## src/rtl/cfg_pkg.sv

```systemverilog
// Shared types and sizing helpers for the column configuration loader.
// Chain length and word count are derived from tile count and per-tile chain width.
package cfg_pkg;

  typedef enum logic {LOAD = 1'b0, VERIFY = 1'b1} mode_t;
  typedef enum logic {CLB = 1'b0, CONN = 1'b1} chain_t;
  typedef enum logic [2:0] {IDLE, FETCH, SH_LO, SH_HI, DONE} state_t;

  function automatic int unsigned chain_len(input int unsigned num_tiles,
                                            input int unsigned bits_per_tile);
    return num_tiles * bits_per_tile;
  endfunction

  function automatic int unsigned word_count(input int unsigned len,
                                             input int unsigned word_w);
    return (len + word_w - 1) / word_w;
  endfunction

endpackage

```

## src/rtl/scan_bit_serializer.sv

```systemverilog
// Word shift register and two-phase scan clock; one bit per SH_LO/SH_HI pair.
// Head data is presented combinationally so the top can register it before the rising scan_clk.
module scan_bit_serializer #(
  parameter int WORD_W = 8
) (
  input  logic              clk,
  input  logic              rst_n,
  input  logic              load,
  input  logic [WORD_W-1:0] word,
  input  logic              advance,
  input  logic              recirc,
  input  logic              tail,
  input  logic              clk_hi,
  output logic              head,
  output logic              cur_bit,
  output logic              scan_clk,
  output logic              word_last
);

  localparam int IDX_W = (WORD_W > 1) ? $clog2(WORD_W) : 1;

  logic [WORD_W-1:0] shreg;
  logic [WORD_W-1:0] shreg_sh;
  logic [IDX_W-1:0]  bit_idx;

  assign shreg_sh  = shreg >> 1;
  assign cur_bit   = shreg[0];
  assign word_last = (bit_idx == IDX_W'(WORD_W - 1));

  // Bit that the head will carry in the next SH_LO: a fresh word's LSB, or the following bit.
  always_comb begin
    head = 1'b0;
    if (recirc) head = tail;
    else if (load) head = word[0];
    else head = shreg_sh[0];
  end

  always_ff @(posedge clk or negedge rst_n) begin
    if (!rst_n) begin
      shreg    <= '0;
      bit_idx  <= '0;
      scan_clk <= 1'b0;
    end else begin
      scan_clk <= clk_hi;
      if (load) begin
        shreg   <= word;
        bit_idx <= '0;
      end else if (advance) begin
        shreg   <= shreg_sh;
        bit_idx <= bit_idx + 1'b1;
      end
    end
  end

endmodule

```

## src/rtl/column_cfg_loader.sv

```systemverilog
// Loads or verifies one column's CLB/connection scan chain from a valid/ready word stream.
// Two clk per bit plus one FETCH per word; a stalled source parks the FSM in FETCH with scan_clk low.
module column_cfg_loader
  import cfg_pkg::*;
#(
  parameter int NUM_TILES = 8,
  parameter int CLB_BITS  = 18,
  parameter int CONN_BITS = 72,
  parameter int WORD_W    = 8,
  parameter int CNT_W     = $clog2(NUM_TILES * ((CLB_BITS > CONN_BITS) ? CLB_BITS : CONN_BITS) + 1)
) (
  input  logic              clk,
  input  logic              rst_n,
  input  logic              start,
  input  logic              mode,
  input  logic              chain_sel,
  input  logic [WORD_W-1:0] word_data,
  input  logic              word_valid,
  output logic              word_ready,
  output logic              busy,
  output logic              done,
  output logic [CNT_W-1:0]  mismatch_cnt,
  output logic              scan_clk,
  output logic              clb_scan_en,
  output logic              clb_scan_in,
  input  logic              clb_scan_out,
  output logic              conn_scan_en,
  output logic              conn_scan_in,
  input  logic              conn_scan_out
);

  localparam int unsigned CLB_LEN  = chain_len(NUM_TILES, CLB_BITS);
  localparam int unsigned CONN_LEN = chain_len(NUM_TILES, CONN_BITS);

  state_t           state, state_nxt;
  mode_t            mode_q;
  chain_t           chain_q, chain_nxt;
  logic [CNT_W-1:0] bit_cnt, last_bit;
  logic             load, advance, tail_bit, head_bit, cur_bit, word_last;
  logic             shifting_nxt;

  assign last_bit     = (chain_q == CONN) ? CNT_W'(CONN_LEN - 1) : CNT_W'(CLB_LEN - 1);
  assign tail_bit     = (chain_q == CONN) ? conn_scan_out : clb_scan_out;
  assign chain_nxt    = (state == IDLE && start) ? chain_t'(chain_sel) : chain_q;
  assign shifting_nxt = state_nxt inside {FETCH, SH_LO, SH_HI};

  always_ff @(posedge clk or negedge rst_n) begin
    if (!rst_n) state <= IDLE;
    else        state <= state_nxt;
  end

  always_comb begin
    state_nxt = state;
    case (state)
      IDLE:    if (start) state_nxt = FETCH;
      FETCH:   if (word_valid) state_nxt = SH_LO;
      SH_LO:   state_nxt = SH_HI;
      SH_HI: begin
        if (bit_cnt == last_bit) state_nxt = DONE;
        else if (word_last)      state_nxt = FETCH;
        else                     state_nxt = SH_LO;
      end
      DONE:    state_nxt = IDLE;
      default: state_nxt = IDLE;
    endcase
  end

  always_comb begin
    word_ready = (state == FETCH);
    busy       = (state != IDLE);
    done       = (state == DONE);
    load       = (state == FETCH) && word_valid;
    advance    = (state == SH_HI);
  end

  scan_bit_serializer #(.WORD_W(WORD_W)) u_ser (
    .clk       (clk),
    .rst_n     (rst_n),
    .load      (load),
    .word      (word_data),
    .advance   (advance),
    .recirc    (mode_q == VERIFY),
    .tail      (tail_bit),
    .clk_hi    (state_nxt == SH_HI),
    .head      (head_bit),
    .cur_bit   (cur_bit),
    .scan_clk  (scan_clk),
    .word_last (word_last)
  );

  always_ff @(posedge clk or negedge rst_n) begin
    if (!rst_n) begin
      mode_q       <= LOAD;
      chain_q      <= CLB;
      bit_cnt      <= '0;
      mismatch_cnt <= '0;
      clb_scan_en  <= 1'b0;
      conn_scan_en <= 1'b0;
      clb_scan_in  <= 1'b0;
      conn_scan_in <= 1'b0;
    end else begin
      if (state == IDLE && start) begin
        mode_q       <= mode_t'(mode);
        chain_q      <= chain_t'(chain_sel);
        bit_cnt      <= '0;
        mismatch_cnt <= '0;
      end
      if (state == SH_HI) bit_cnt <= bit_cnt + 1'b1;
      if (state == SH_LO && mode_q == VERIFY && tail_bit != cur_bit && mismatch_cnt != '1)
        mismatch_cnt <= mismatch_cnt + 1'b1;
      clb_scan_en  <= shifting_nxt && (chain_nxt == CLB);
      conn_scan_en <= shifting_nxt && (chain_nxt == CONN);
      // Head is set up on entry to SH_LO and held through SH_HI so it is stable at the rising scan_clk.
      if (state_nxt == SH_LO) begin
        clb_scan_in  <= (chain_q == CLB) && head_bit;
        conn_scan_in <= (chain_q == CONN) && head_bit;
      end else if (state_nxt != SH_HI) begin
        clb_scan_in  <= 1'b0;
        conn_scan_in <= 1'b0;
      end
    end
  end

endmodule

```

## config.mk

```make
export PLATFORM = sky130hd
export DESIGN_NAME = column_cfg_loader
export DESIGN_NICKNAME = d
export VERILOG_FILES = /design/src/rtl/cfg_pkg.sv /design/src/rtl/scan_bit_serializer.sv /design/src/rtl/column_cfg_loader.sv
export SDC_FILE = /design/constraint.sdc
export NUM_CORES = 1
export LEC_CHECK = 0
export ABC_AREA = 1
export CORE_AREA = 10 10 76 78
export CTS_CLUSTER_SIZE = 40
export DETAILED_ROUTE_END_ITERATION = 6
export DIE_AREA = 0 0 86 88
export PLACE_DENSITY = 0.83
export SLEW_MARGIN = 25
export SYNTH_ARGS = -nofsm -noshare
export SYNTH_HDL_FRONTEND = slang
export SYNTH_HIERARCHICAL = 1
export SYNTH_SLANG_ARGS = --single-unit
```

## constraint.sdc

```tcl
create_clock -name clk -period 1.7 [get_ports clk]
set_input_delay 0.51 -clock clk [delete_from_list [all_inputs] [get_ports clk]]
set_output_delay 0.51 -clock clk [all_outputs]
set_load 0.03 [all_outputs]
```

=== After elaboration in Yosys (flattened, before gate mapping) ===
Index checks and enable logic that the tools add are counted.

* Word-level logic and storage cells: 65
* Input bits: 16
* Flip-flop bits (word level): 41

* Muxes and demuxes: 20
* $add $sub $neg: 3
* Bitwise gates (word level): 2
* Equal/unequal tests: 12
* Reduce and logical (&&, ||, !) cells: 16

{| class="wikitable"
|+ Operators by type and width
! operator !! number
|-
| $mux W10 || 4
|-
| $add A10 B1 Y10 const B || 2
|-
| $mux W8 || 2
|-
| $mux W3 || 5
|-
| $eq A3 B2 Y1 const B || 4
|-
| $pmux W3 S4 || 1
|-
| $eq A10 B10 Y1 || 1
|-
| $ne A10 B10 Y1 const B || 1
|-
| $logic_and A1 B1 Y1 || 9
|-
| $reduce_bool A2 Y1 || 4
|-
| $mux W1 || 7
|-
| $eq A3 B1 Y1 const B || 2
|-
| $eq A3 B3 Y1 const B || 2
|-
| $reduce_bool A3 Y1 || 2
|-
| $add A3 B1 Y3 const B || 1
|-
| $logic_not A3 Y1 || 1
|-
| $ne A3 B2 Y1 const B || 1
|-
| $mux W2 || 1
|-
| $not A1 Y1 || 2
|-
| $ne A1 B1 Y1 || 1
|}

=== Logic depth before layout (Yosys ltp) ===
* Depth in word-level cells: 7
* Mapped depth: 13

=== Cells and area by module ===
The synthesis kept the hierarchy.

{| class="wikitable"
|+ By module, submodules not included
! module !! instances !! sequential area each (um2) !! area each (um2) !! cells an instance
|-
| column_cfg_loader || 1 || 725.7 || 1,619.1 || 217
|-
| scan_bit_serializer || 1 || 300.3 || 560.5 || 67
|}

=== Worst setup path after synthesis ===
No wires, ideal clock.

* Path kind: register to register
* From: register mismatch_cnt[1]
* To: register mismatch_cnt[5]
* Slack: -0.007 ns
* Stages on the path, launching flop included: 11
* Arrival time: 1.641 ns
* Setup time: 0.066 ns
* Period minus slack after synthesis: 1.707 ns
* Path through: dfrtp_1 ha_1 nand2_1 nor2_2 nand3_1 nor2_2 nand2_1 nand2_2 buf_6 nand3_1 nand2_1

* Longest elaborated chain between the ends: 3
* Elaborated cells between the ends (all ways): 5

{| class="wikitable"
|+ Ends and longest elaborated chain
! element !! line !! source
|-
| start, declared || column_cfg_loader.sv:22 || <nowiki>output logic [CNT_W-1:0] mismatch_cnt,</nowiki>
|-
| start signal, assigned || column_cfg_loader.sv:110 || <nowiki>mismatch_cnt <= mismatch_cnt + 1'b1;</nowiki>
|-
| branches (longest 3 deep; another with $add A10 B1 Y10) || n/a ||
|}

Parallel ways; which one is timed is not known.
A chain may end at the register's enable or synchronous reset.

=== Final worst setup path ===
* From: register mismatch_cnt[2]
* To: output mismatch_cnt[2]

No word-level cell between the ends.

==> results_dict.tcl <==
set metrics [dict create \
    status "completed" \
    io_pins 34 \
    synthArstFlopShare 1.00 \
    synth_most_common_cell "nand2_1" \
    antenna_cells 0 \
    synth_top_area_frac 0.471 \
    final_util 0.656 \
    path_delay_family "flip-flops" \
    die-width_um 86 \
    drt-initial-drc-count 111 \
    dp_hpwl_um 3820 \
    powerDensity_nw_per_um2 1350 \
    seq_area_frac_synth 0.471 \
    syn2layout_area_growth_pct 29.3 \
    rows 24 \
    postSynthNetCount 304 \
    layout_min_cycle_time_ns 1.66 \
    synthTopCellsByArea "dfrtp_1 (47%), nand2_1 (17%), nand3_1 (7.1%)" \
    port_buffers 33 \
    hold_viol_final 0 \
    drive_gt1_frac 0.170 \
    wl_per_cell_um 12.9 \
    grt_first_pass_wirelength_um 8650 \
    maxSlewViolCount 0 \
    end_kind "output pin" \
    vias 2041 \
    synthFlopType "dfrtp_1" \
    clkTransAtPathRegs_ns 0.08 \
    dr.pass1.iters 4 \
    finalClockSkew_ns 0.0148 \
    n_fill_cell 358 \
    core-area_um2 4290 \
    track_usage 0.138 \
    startpoint "mismatch_cnt[2]" \
    cp_slowest_cell "dfrtp_1" \
    gp_congestion 0.866 \
    r2r_start "bit_cnt[0]" \
    worstSetupPathType "reg -> out" \
    power.total_w 0.00380 \
    timing.max_cap.violations 0 \
    crit_fanout 5 \
    yosys.cell_types.count 26 \
    synth_area_per_cell_um2 7.67 \
    required_ns 1.19 \
    crit_path_cell_trace "clkdlybuf4s15_1" \
    worst_pin_slew_ns 0.328 \
    routed_via_density 5.18 \
    ir_worst_vdd_uv 546 \
    r2r-end "conn_scan_en" \
    reg2reg_depth 8 \
    grt_pass1_vias 1971 \
    reg2reg_slack_ns 0.14 \
    synth_edf_count 0 \
    hp-class "in -> async" \
    fmax_mhz 603 \
    cts_tree "built" \
    grt_start_max_net_pins 42 \
    ctsLongestPathBuffers 2 \
    nNetsFinal 362 \
    die_h_um 88 \
    initial_core_util 0.508 \
    wl_um 5100 \
    setup_violations 0 \
    cp.arrival_ns 1.15 \
    cts_buffers 5 \
    slew_headroom 0.782 \
    root_buffer "clkbuf_8" \
    cp_slowest_stage_delay_ns 0.45 \
    syn_inst 284 \
    cts-htree-levels 2 \
    cp_num_buf_inv 1 \
    yosysWarnings 6 \
    ys_ff_latch 41 \
    worstSetupStartpointType "flip-flop" \
    overflow 0 \
    grt_antenna_before_repair 0 \
    yosys-top-cells-count "nand2_1 (98), dfrtp_1 (41), inv_1 (32)" \
    drc 0 \
    finalCritPeriodShare 0.976 \
    clkLatencyLatePin_ns 0.30 \
    synth_area_leader_cell "dfrtp_1" \
    clock_sinks 41 \
    synth_area_um2 2180 \
    ant_nets 0 \
    dieArea_um2 7570 \
    leakage_nw 1.48 \
]
-- layout make-up --
| type | count | area [um^2] | area share |
|---|---|---|---|
| tap | 52 | 65.1 | 0.0231 |
| multi-input combinational | 201 | 1000 | 0.355 |
| clock buffer | 6 | 72.6 | 0.0258 |
| clock inverter | 1 | 5.00 | 0.00178 |
| sequential | 41 | 1030 | 0.365 |
| inverter | 36 | 135 | 0.0480 |
| timing repair buffer | 57 | 509 | 0.181 |
-- flip-flops by register name, summed over array words and instances, names as in the netlist --
signal / cells
bit_cnt: 10
chain_q: 1
clb_scan_en: 1
clb_scan_in: 1
conn_scan_en: 1
conn_scan_in: 1
mismatch_cnt: 10
mode_q: 1
state: 3
u_ser/bit_idx: 3
u_ser/scan_clk: 1
u_ser/shreg: 8
-- where the power goes --
group          total, W  internal, W  leakage (nW)  switching (W)
Sequential      0.00150      0.00127         0.539       0.000239
Clock          0.000611     0.000279        0.0410       0.000331
Combinational   0.00169     0.000652         0.898        0.00104
-- repair_timing --
action / 4_1_cts / 5_1_grt
buffers inserted: 0 / 1
endpoints found under the setup margin: 22 / 12
hold buffers: 0 / 0
gates resized for setup: 16 / 13
pin swaps: 1 / 1
-- cells by family (layout without fill, tap and decap cells) --
| family | count (synthesis) | count (layout) | synth area share |
|---|---|---|---|
| and+or+nand+nor | 172 | 172 | 0.352 |
| buffers and inverters | 42 | 100 | 0.0844 |
| DFF | 41 | 41 | 0.471 |
| AOI/OAI and AO/OA | 20 | 20 | 0.0494 |
| xor gates and xnor gates | 5 | 5 | 0.0201 |
| adders and majority gates | 4 | 4 | 0.0230 |
-- per-stage QoR --
step | area (um^2) | worst slack (ns) | cells | setup TNS [ns] | hold slack (ns)
floorplan | 2180 | 0.0317 | 284 | 0 | 0.214
global placement | 2710 | -0.188 | 386 | -2.05 | 0.454
detailed placement | 2710 | -0.246 | 386 | -2.95 | 0.466
CTS | 2770 | 0.00203 | 393 | 0 | 0.175
global route | 2820 | -0.00523 | 394 | -0.00801 | 0.177
finish | 2820 | 0.0406 | 394 | 0 | 0.171
-- routing by layer --
metal  vias up  share of wire  global-route usage
met5         -              0                   0
met3         8          0.060              0.0436
met4         0          0.017              0.0494
li1       1021              -                   -
met1       951           0.42               0.151
met2        61           0.51               0.245
-- cell usage in the layout (no fill, tap or decap), types with 2 or more instances in the layout --
cell | synthesis | layout
nand3_2 | 2 | 4
nor2_2 | 4 | 3
dfrtp_2 | 0 | 3
inv_1 | 32 | 30
nand2_2 | 2 | 3
dfrtp_1 | 41 | 38
ha_1 | 4 | 3
nor3_1 | 4 | 4
xor2_1 | 3 | 3
a21oi_1 | 2 | 2
xnor2_1 | 2 | 2
o21ai_0 | 13 | 12
buf_4 | 0 | 24
clkbuf_8 | 0 | 5
nand2_1 | 98 | 96
clkdlybuf4s50_1 | 0 | 14
nor2_1 | 17 | 17
nand3_1 | 31 | 29
o22ai_1 | 2 | 2
dlygate4sd2_1 | 0 | 14
nand4_1 | 11 | 11
buf_12 | 0 | 2
nor2_4 | 1 | 2
inv_2 | 3 | 5
-- worst max path at each step --
stage | endpoint | slack [ns] | depth (start not counted)
after floorplan | conn_scan_in | 0.03 | 13
after global placement | mismatch_cnt[9] | -0.19 | 10
after CTS | mismatch_cnt[0] | 0.002 | 10
after detailed placement | mismatch_cnt[0] | -0.25 | 10
after global routing | word_ready | -0.005 | 4
final | mismatch_cnt[2] | 0.04 | 1
Power figures use the tool's default switching activity.
